==> config.mk <==
export PLATFORM = sky130hd
export DESIGN_NAME = wr_ctrl
export DESIGN_NICKNAME = d
export VERILOG_FILES = /design/src/rtl/wr_ctrl.sv
export SDC_FILE = /design/constraint.sdc
export NUM_CORES = 1
export LEC_CHECK = 0
export CAP_MARGIN = 15
export CORE_MARGIN = 3
export CORE_UTILIZATION = 35
export CTS_CLUSTER_DIAMETER = 100
export DETAILED_ROUTE_END_ITERATION = 7
export PLACE_DENSITY = 0.72
export SLEW_MARGIN = 20
export SYNTH_ARGS = -nofsm -noshare
export SYNTH_HDL_FRONTEND = slang
export SYNTH_SLANG_ARGS = --single-unit
export TNS_END_PERCENT = 20
==> constraint.sdc <==
create_clock -name clk -period 5.2 [get_ports clk]
set_input_delay 1.56 -clock clk [delete_from_list [all_inputs] [get_ports clk]]
set_output_delay 1.56 -clock clk [all_outputs]
set_load 0.01 [all_outputs]
==> src/rtl/wr_ctrl.sv <==
// Write-burst request controller: ring mode walks base..end, single mode issues one user burst.
// Define WR_FRAME_CNT_EN to add the wr_frame_cnt output (ring wrap counter).
module wr_ctrl #(
    parameter int AXI_ADDR_WIDTH = 32,
    parameter int AXI_DATA_WIDTH = 128,
    parameter int AXI_BURST_LEN  = 4096,
    parameter int FIFO_CNT_WIDTH = 10
) (
    input  logic                      clk,
    input  logic                      reset_n,
    input  logic                      ddr_init_done,
    input  logic [FIFO_CNT_WIDTH-1:0] wr_fifo_cnt,
    input  logic                      wr_buffer_ready,
    input  logic                      wr_burst_done,
    output logic                      wr_req_en,
    output logic [AXI_ADDR_WIDTH-1:0] wr_addr_out,
    output logic [7:0]                wr_burst_length,
    input  logic                      user_wr_mode,
    input  logic                      user_wr_req,
    input  logic [AXI_ADDR_WIDTH-1:0] user_wr_addr,
    input  logic [12:0]               user_wr_length,
    input  logic [AXI_ADDR_WIDTH-1:0] user_wr_base_addr,
    input  logic [AXI_ADDR_WIDTH-1:0] user_wr_end_addr,
    output logic                      user_wr_busy
`ifdef WR_FRAME_CNT_EN
    ,
    output logic [7:0]                wr_frame_cnt
`endif
);

    localparam int BEAT_BYTES = AXI_DATA_WIDTH / 8;
    localparam int BEAT_SHIFT = $clog2(BEAT_BYTES);
    localparam int BURST_CNT  = AXI_BURST_LEN / BEAT_BYTES;
    localparam int CW         = FIFO_CNT_WIDTH + 14;

    localparam logic [CW-1:0]             BURST_CNT_W = CW'(BURST_CNT);
    localparam logic [AXI_ADDR_WIDTH-1:0] BURST_BYTES = AXI_ADDR_WIDTH'(AXI_BURST_LEN);
    localparam logic [12:0]               MAX_LEN     = 13'(AXI_BURST_LEN);

    typedef enum logic [1:0] {
        S_IDLE,
        S_REQ,
        S_WAIT,
        S_END
    } state_t;

    // NOTE: reset asserts asynchronously but releases through a synchroniser so
    // every flop leaves reset on the same clock edge.
    logic [2:0] rst_sync_q;
    logic       rst_n_int;

    always_ff @(posedge clk or negedge reset_n) begin
        if (!reset_n) rst_sync_q <= '0;
        else          rst_sync_q <= {rst_sync_q[1:0], 1'b1};
    end

    assign rst_n_int = rst_sync_q[2];

    logic [2:0] init_sync_q;
    logic [2:0] req_sync_q;
    logic       init_ok;
    logic       req_edge;

    // NOTE: sequential state uses non-blocking assignments so every flop samples
    // pre-edge values regardless of statement order.
    always_ff @(posedge clk or negedge rst_n_int) begin
        if (!rst_n_int) begin
            init_sync_q <= '0;
            req_sync_q  <= '0;
        end else begin
            init_sync_q <= {init_sync_q[1:0], ddr_init_done};
            req_sync_q  <= {req_sync_q[1:0], user_wr_req};
        end
    end

    assign init_ok  = init_sync_q[2];
    assign req_edge = req_sync_q[1] & ~req_sync_q[2];

    state_t                      state_q, state_d;
    logic                        req_en_q, req_en_d;
    logic [AXI_ADDR_WIDTH-1:0]   addr_q, addr_d;
    logic                        addr_valid_q, addr_valid_d;
    logic [7:0]                  len_q, len_d;
    logic                        mode_q, mode_d;
    logic                        pending_q, pending_d;
    logic [AXI_ADDR_WIDTH-1:0]   cap_addr_q, cap_addr_d;
    logic [12:0]                 cap_len_q, cap_len_d;

    logic [12:0]   len_beats;
    logic [CW-1:0] single_beats;
    logic [CW-1:0] fifo_w;
    logic          handshake;
    logic          ring_wrap;

    // Until the first handshake or single load, the ring start tracks the base input.
    assign wr_addr_out  = addr_valid_q ? addr_q : user_wr_base_addr;
    assign fifo_w       = CW'(wr_fifo_cnt);
    assign handshake    = req_en_q & wr_buffer_ready;
    assign ring_wrap    = (wr_addr_out >= (user_wr_end_addr - BURST_BYTES));
    assign len_beats    = cap_len_q >> BEAT_SHIFT;
    assign single_beats = (cap_len_q > MAX_LEN) ? BURST_CNT_W : CW'(len_beats);

    always_ff @(posedge clk or negedge rst_n_int) begin
        if (!rst_n_int) begin
            state_q      <= S_IDLE;
            req_en_q     <= 1'b0;
            addr_q       <= '0;
            addr_valid_q <= 1'b0;
            len_q        <= '0;
            mode_q       <= 1'b0;
            pending_q    <= 1'b0;
            cap_addr_q   <= '0;
            cap_len_q    <= '0;
        end else begin
            state_q      <= state_d;
            req_en_q     <= req_en_d;
            addr_q       <= addr_d;
            addr_valid_q <= addr_valid_d;
            len_q        <= len_d;
            mode_q       <= mode_d;
            pending_q    <= pending_d;
            cap_addr_q   <= cap_addr_d;
            cap_len_q    <= cap_len_d;
        end
    end

    // NOTE: every combinational output is given a default first so no path infers a latch.
    always_comb begin
        state_d      = state_q;
        req_en_d     = 1'b0;
        addr_d       = addr_q;
        addr_valid_d = addr_valid_q;
        len_d        = len_q;
        mode_d       = mode_q;
        pending_d    = pending_q;
        cap_addr_d   = cap_addr_q;
        cap_len_d    = cap_len_q;

        case (state_q)
            S_IDLE: begin
                if (!user_wr_mode) begin
                    if (init_ok && (fifo_w >= BURST_CNT_W)) begin
                        state_d = S_REQ;
                        mode_d  = 1'b0;
                        len_d   = 8'(BURST_CNT - 1);
                    end
                end else if (pending_q) begin
                    if (single_beats == '0) begin
                        pending_d = 1'b0;
                    end else if (init_ok && (fifo_w >= single_beats)) begin
                        state_d      = S_REQ;
                        mode_d       = 1'b1;
                        len_d        = 8'(single_beats - CW'(1));
                        addr_d       = cap_addr_q;
                        addr_valid_d = 1'b1;
                        pending_d    = 1'b0;
                    end
                end
            end
            S_REQ: begin
                req_en_d = 1'b1;
                if (handshake) begin
                    req_en_d = 1'b0;
                    state_d  = S_WAIT;
                    if (!mode_q) begin
                        addr_d       = ring_wrap ? user_wr_base_addr : (wr_addr_out + BURST_BYTES);
                        addr_valid_d = 1'b1;
                    end
                end
            end
            S_WAIT: begin
                if (wr_burst_done) state_d = S_END;
            end
            S_END: begin
                state_d = S_IDLE;
            end
            default: begin
                state_d = S_IDLE;
            end
        endcase

        // A new user edge wins over a same-cycle trigger and re-arms the request.
        if (req_edge) begin
            pending_d  = 1'b1;
            cap_addr_d = user_wr_addr;
            cap_len_d  = user_wr_length;
        end
    end

    assign wr_req_en       = req_en_q;
    assign wr_burst_length = len_q;
    assign user_wr_busy    = (state_q != S_IDLE) || pending_q;

`ifdef WR_FRAME_CNT_EN
    logic [7:0] frame_q;

    always_ff @(posedge clk or negedge rst_n_int) begin
        if (!rst_n_int)                            frame_q <= '0;
        else if (handshake && !mode_q && ring_wrap) frame_q <= frame_q + 8'd1;
    end

    assign wr_frame_cnt = frame_q;
`endif

endmodule

# == After elaboration in Yosys (flattened, before gate mapping) ==
# Cells that the tools add are included.
# totals
regBits,100
latch_bits,0
ram_bits,0
romBits,0
input_bits,126
output_inout_bits,42
elab_cells,93
memories,0
# classes
add_sub_neg,3
n_mul,0
div,0
magnitude_cmp,4
eq_ne,17
shift,0
muxes,40
bitwise_logic,3
reduce_logical,14
# op_table
operator,n
$mux W32,8
$pmux W32 S2,1
$mux W8,5
$add A32 B13 Y32 const B,1
$ge A32 B32 Y1,1
$sub A32 B13 Y32 const B,1
$logic_not A24 Y1,1
$mux W1,16
$ne A2 B2 Y1 const B,8
$mux W2,7
$gt A13 B13 Y1 const B,1
$ne A3 B3 Y1 const B,4
$ge A10 B9 Y1,1
$ge A10 B9 Y1 const B,1
$reduce_bool A2 Y1,5
$mux W9,1
$pmux W2 S4,1
$sub A8 B1 Y8 const B,1
$reduce_and A7 Y1,1
$reduce_and A6 Y1,1
$reduce_and A5 Y1,1
$eq A2 B2 Y1 const B,2
$ne A2 B1 Y1 const B,2
$and A1 B1 Y1,2
7 further kinds,8

# == Depth between registers and ports, before layout ==
# depth
ltp_word,10
ltp_mapped,18
depth_no_buf,16

# == Worst setup path after synthesis ==
# No wires, ideal clock.
# synth_path
kind,input-to-reg
start,in user_wr_end_addr[21]
end,reg addr_q[10]
setup_ps,126
arrival_time_ps,4709
required_time_ps,5074
slack_ps,365
cell_stages,15
n_path_buf,1
path_cell_list,or4_1 > nor4_1 > nor2b_1 > nand2b_1 > nor3_1 > xnor2_1 > ha_1 > a21o_1 > a21oi_1 > nor2b_1 > a2111o_1 > a311oi_2 > nor2_2 > buf_6 > a221o_1
# synth_via
elab_chain_cells,6
# synth_rtl
element,line,text
from (decl),23,"input logic [AXI_ADDR_WIDTH-1:0] user_wr_end_addr,"
$sub A32 B13 Y32,99,assign ring_wrap = (wr_addr_out >= (user_wr_end_addr - BURST_BYTES));
$ge A32 B32 Y1,99,
$mux W32,166,addr_d = ring_wrap ? user_wr_base_addr : (wr_addr_out + BURST_BYTES);
$mux W32,165,if (!mode_q) begin
$mux W32,162,if (handshake) begin
$pmux W32 S2,139,case (state_q)
to (signal assigned),117,addr_q <= addr_d;
to (decl),81,"logic [AXI_ADDR_WIDTH-1:0] addr_q, addr_d;"
# Every way passes these cells. The select of a mux whose other input is x is not followed.
# A chain may end at the register's enable or synchronous reset.

# == Worst setup path in the final report ==
# layout_path
start,in user_wr_end_addr[13]
end,reg addr_q[12]
# The elaborated chain is that of the path after synthesis.

==> metrics <==
status complete, no violations; total global routing track utilization 0.184; Initial Util 0.360; WL per Instance 17.5 um; total I/O pin count 168; final RePlAce weighted congestion 0.839; CP arrival just over 5000 ps; nets 1013; post-DP HPWL 14200 um; largest net degree at the start of global routing between 60 and 70; Max Freq 202 MHz; vias per cell 5.29; cell area power density 354 nW/um2; WL final 18800 um; via count 5681; Die X 142 um; Setup Viol. Count Final 0; die height 142 um; pre-CTS setup slack -293 ps; Worst slew margin 0.425; Post-synth EDFFs 0; drt pass-1 iters 5; Pleak 4.04 nW; Post-Syn Nets around 810; sw power 1.15 mW; Final Skew between 10 and 15 ps; Post-synth top cells dfrtp_1, nand2_1, mux2_2; Filler cells 1639; DRC 0; total power 3.24 mW; clock buffer depth 2; Yosys reg bits 100; vias in the first global route 5697; H-Tree Depth 3; Clk pwr share 0.221; combinational power share 0.448; Initial DRC Count about 230; root buf cell clkbuf_16; ys async rst share 1.00; antenna fix cells 0; RSZ-0062 raised after global routing no; Post-Synthesis Cells 640; Hold Crit Class flip-flop to flip-flop; last element of the critical path addr_q[12]; max-cap violations 0; PortBufs 167; Sequential Power Share 0.331; number of CTS-inserted buffers 9; RR Endpoint addr_q[12]; Main synth FF type dfrtp_1; period utilization 0.951; Core ar. 18100 um2; Sw Ratio 0.354; layout cell share with drive strength beyond 1 0.175; Critical Path Source user_wr_end_addr[13]; Non-Filler Cell Area, Final slightly above 9000 um2; Final Max Slew Viols 0; Least-Margin Pin Slew 863 ps; Final Core Density 0.506; syn avg cell area between 10 and 15 um2; Skew-Pair Late Insertion Delay 360 ps; Synth top area share 0.385; final hold violations 0; Post-DRT Antenna Nets 0; Syn Std Cell Area 6500 um2; Syn. warnings 0; TritonCTS Sinks 100; die area 20300 um2; initial antenna violation count 2; first-pass GRT wire length 29400 um; Crit path required time 5450 ps; CTS tree yes; Startpoint Class primary input; most frequent cell after synthesis dfrtp_1; synth top area cells dfrtp_1, mux2_2, ha_1, mux2i_1, xnor2_1; Worst Path Class, Setup primary input to flip-flop; Placed Area 8680 um2; CP max FO 4; post-synthesis cell type count between 60 and 70; Clk pin slew, worst setup/hold paths 70 ps; Power Internal 2.09 mW; Worst Reg2Reg Path Length in Cells 12; sequential area share after synthesis 0.385; synth-to-layout area growth 40.7%; CP Capture Type flip-flop; reg2reg start addr_valid_q; row count 49; r2r setup slk 1180 ps; post-synth top area cell dfrtp_1; min Tclk post-route 4950 ps; global route overflow 0; final setup TNS 0 ps; Setup WS post-layout 254 ps; VDD IR max 0.000186 V
-- cell families (layout without fill, tap and decap cells) --
kind of cell / Yosys count / in the layout / synth area share
fa+ha+maj: 47 / 47 / 0.0904
other cells: 1 / 1 / 0.000576
buf+inv: 61 / 266 / 0.0396
xor+xnor: 40 / 40 / 0.0539
mux: 86 / 86 / 0.143
compound gates: 124 / 124 / 0.143
simple gates: 181 / 181 / 0.144
flops: 100 / 100 / 0.385
-- stage by stage --
step	hold slack (ps)	instances
6_report	350	1074
5_1_grt	359	1074
4_1_cts	352	1069
3_5_place_dp	335	1053
3_3_place_gp	333	1053
2_1_floorplan	331	640
-- worst min-delay path by stage --
stage / start / end / slack (ps) / cells past startpoint
2_1_floorplan: init_sync_q[0] / init_sync_q[1] / 330 / 0
3_3_place_gp: req_sync_q[0] / req_sync_q[1] / 330 / 0
3_5_place_dp: init_sync_q[0] / init_sync_q[1] / 330 / 0
4_1_cts: init_sync_q[0] / init_sync_q[1] / 350 / 0
5_1_grt: init_sync_q[1] / init_sync_q[2] / 360 / 0
6_report: req_sync_q[0] / req_sync_q[1] / 350 / 0
-- layout by cell type (no fill, tap or decap), types with 15 or more instances in the layout --
master           count
xnor2_1             28
buf_4               39
mux2_2              58
nand3_1             16
clkdlybuf4s50_1    163
a21oi_1             15
dfrtp_1             98
o21ai_0             29
nand2_1             63
and2_1              15
inv_1               38
mux2i_1             27
ha_1                47
nor2_1              20
a221o_1             15
-- state kept, by name (all words and copies together) (netlist names) --
signal and count:
addr_q 32, addr_valid_q 1, cap_addr_q 32, cap_len_q 13, init_sync_q 3, mode_q 1, pending_q 1, req_sync_q 3
rst_sync_q 3, state_q 2, wr_burst_length 8, wr_req_en 1
-- metal layers --
metal / track usage / up-vias / wire [um]
met5: 0 / - / 29
met4: 0.0430 / 4 / 269
met3: 0.0534 / 31 / 1430
met2: 0.311 / 190 / 9050
met1: 0.232 / 2725 / 8010
li1: - / 2731 / -
-- area by class of cell --
type / count / area [um2] / area share
multi-input cells: 479 / 3830 / 0.418
flip-flops and latches: 100 / 2510 / 0.274
repair buffers: 211 / 2070 / 0.226
well taps: 229 / 287 / 0.0313
clock buffers: 9 / 225 / 0.0246
inverters: 39 / 146 / 0.0160
clock inverters: 7 / 90.1 / 0.00984
-- critical path, stage by stage --
cell and delay [ps]:
clkdlybuf4s50_1 420, inv_1 60, ha_1 150, nor3b_2 200, nand2_1 120, nor4_2 220
xnor2_1 170, ha_1 270, and4_1 220, a221o_1 320, a2111o_1 470, buf_6 140
a31oi_4 280, clkbuf_16 220, mux2i_1 70, a221o_1 280
-- timing repair --
item	in CTS	in global routing
setup buffers	0	2
endpoints found under the setup margin	0	31
hold buffers	0	0
resized for setup	0	17
-- power groups by stage --
stage	combinational [mW]	sequential [mW]	clock [mW]
2_1_floorplan	0.798	1.06	0
3_5_place_dp	1.38	1.08	0
4_1_cts	1.39	1.07	0.740
3_3_place_gp	1.36	1.08	0
6_report	1.45	1.07	0.716
5_1_grt	1.58	1.10	0.766
(Power assumes the default switching activity.)
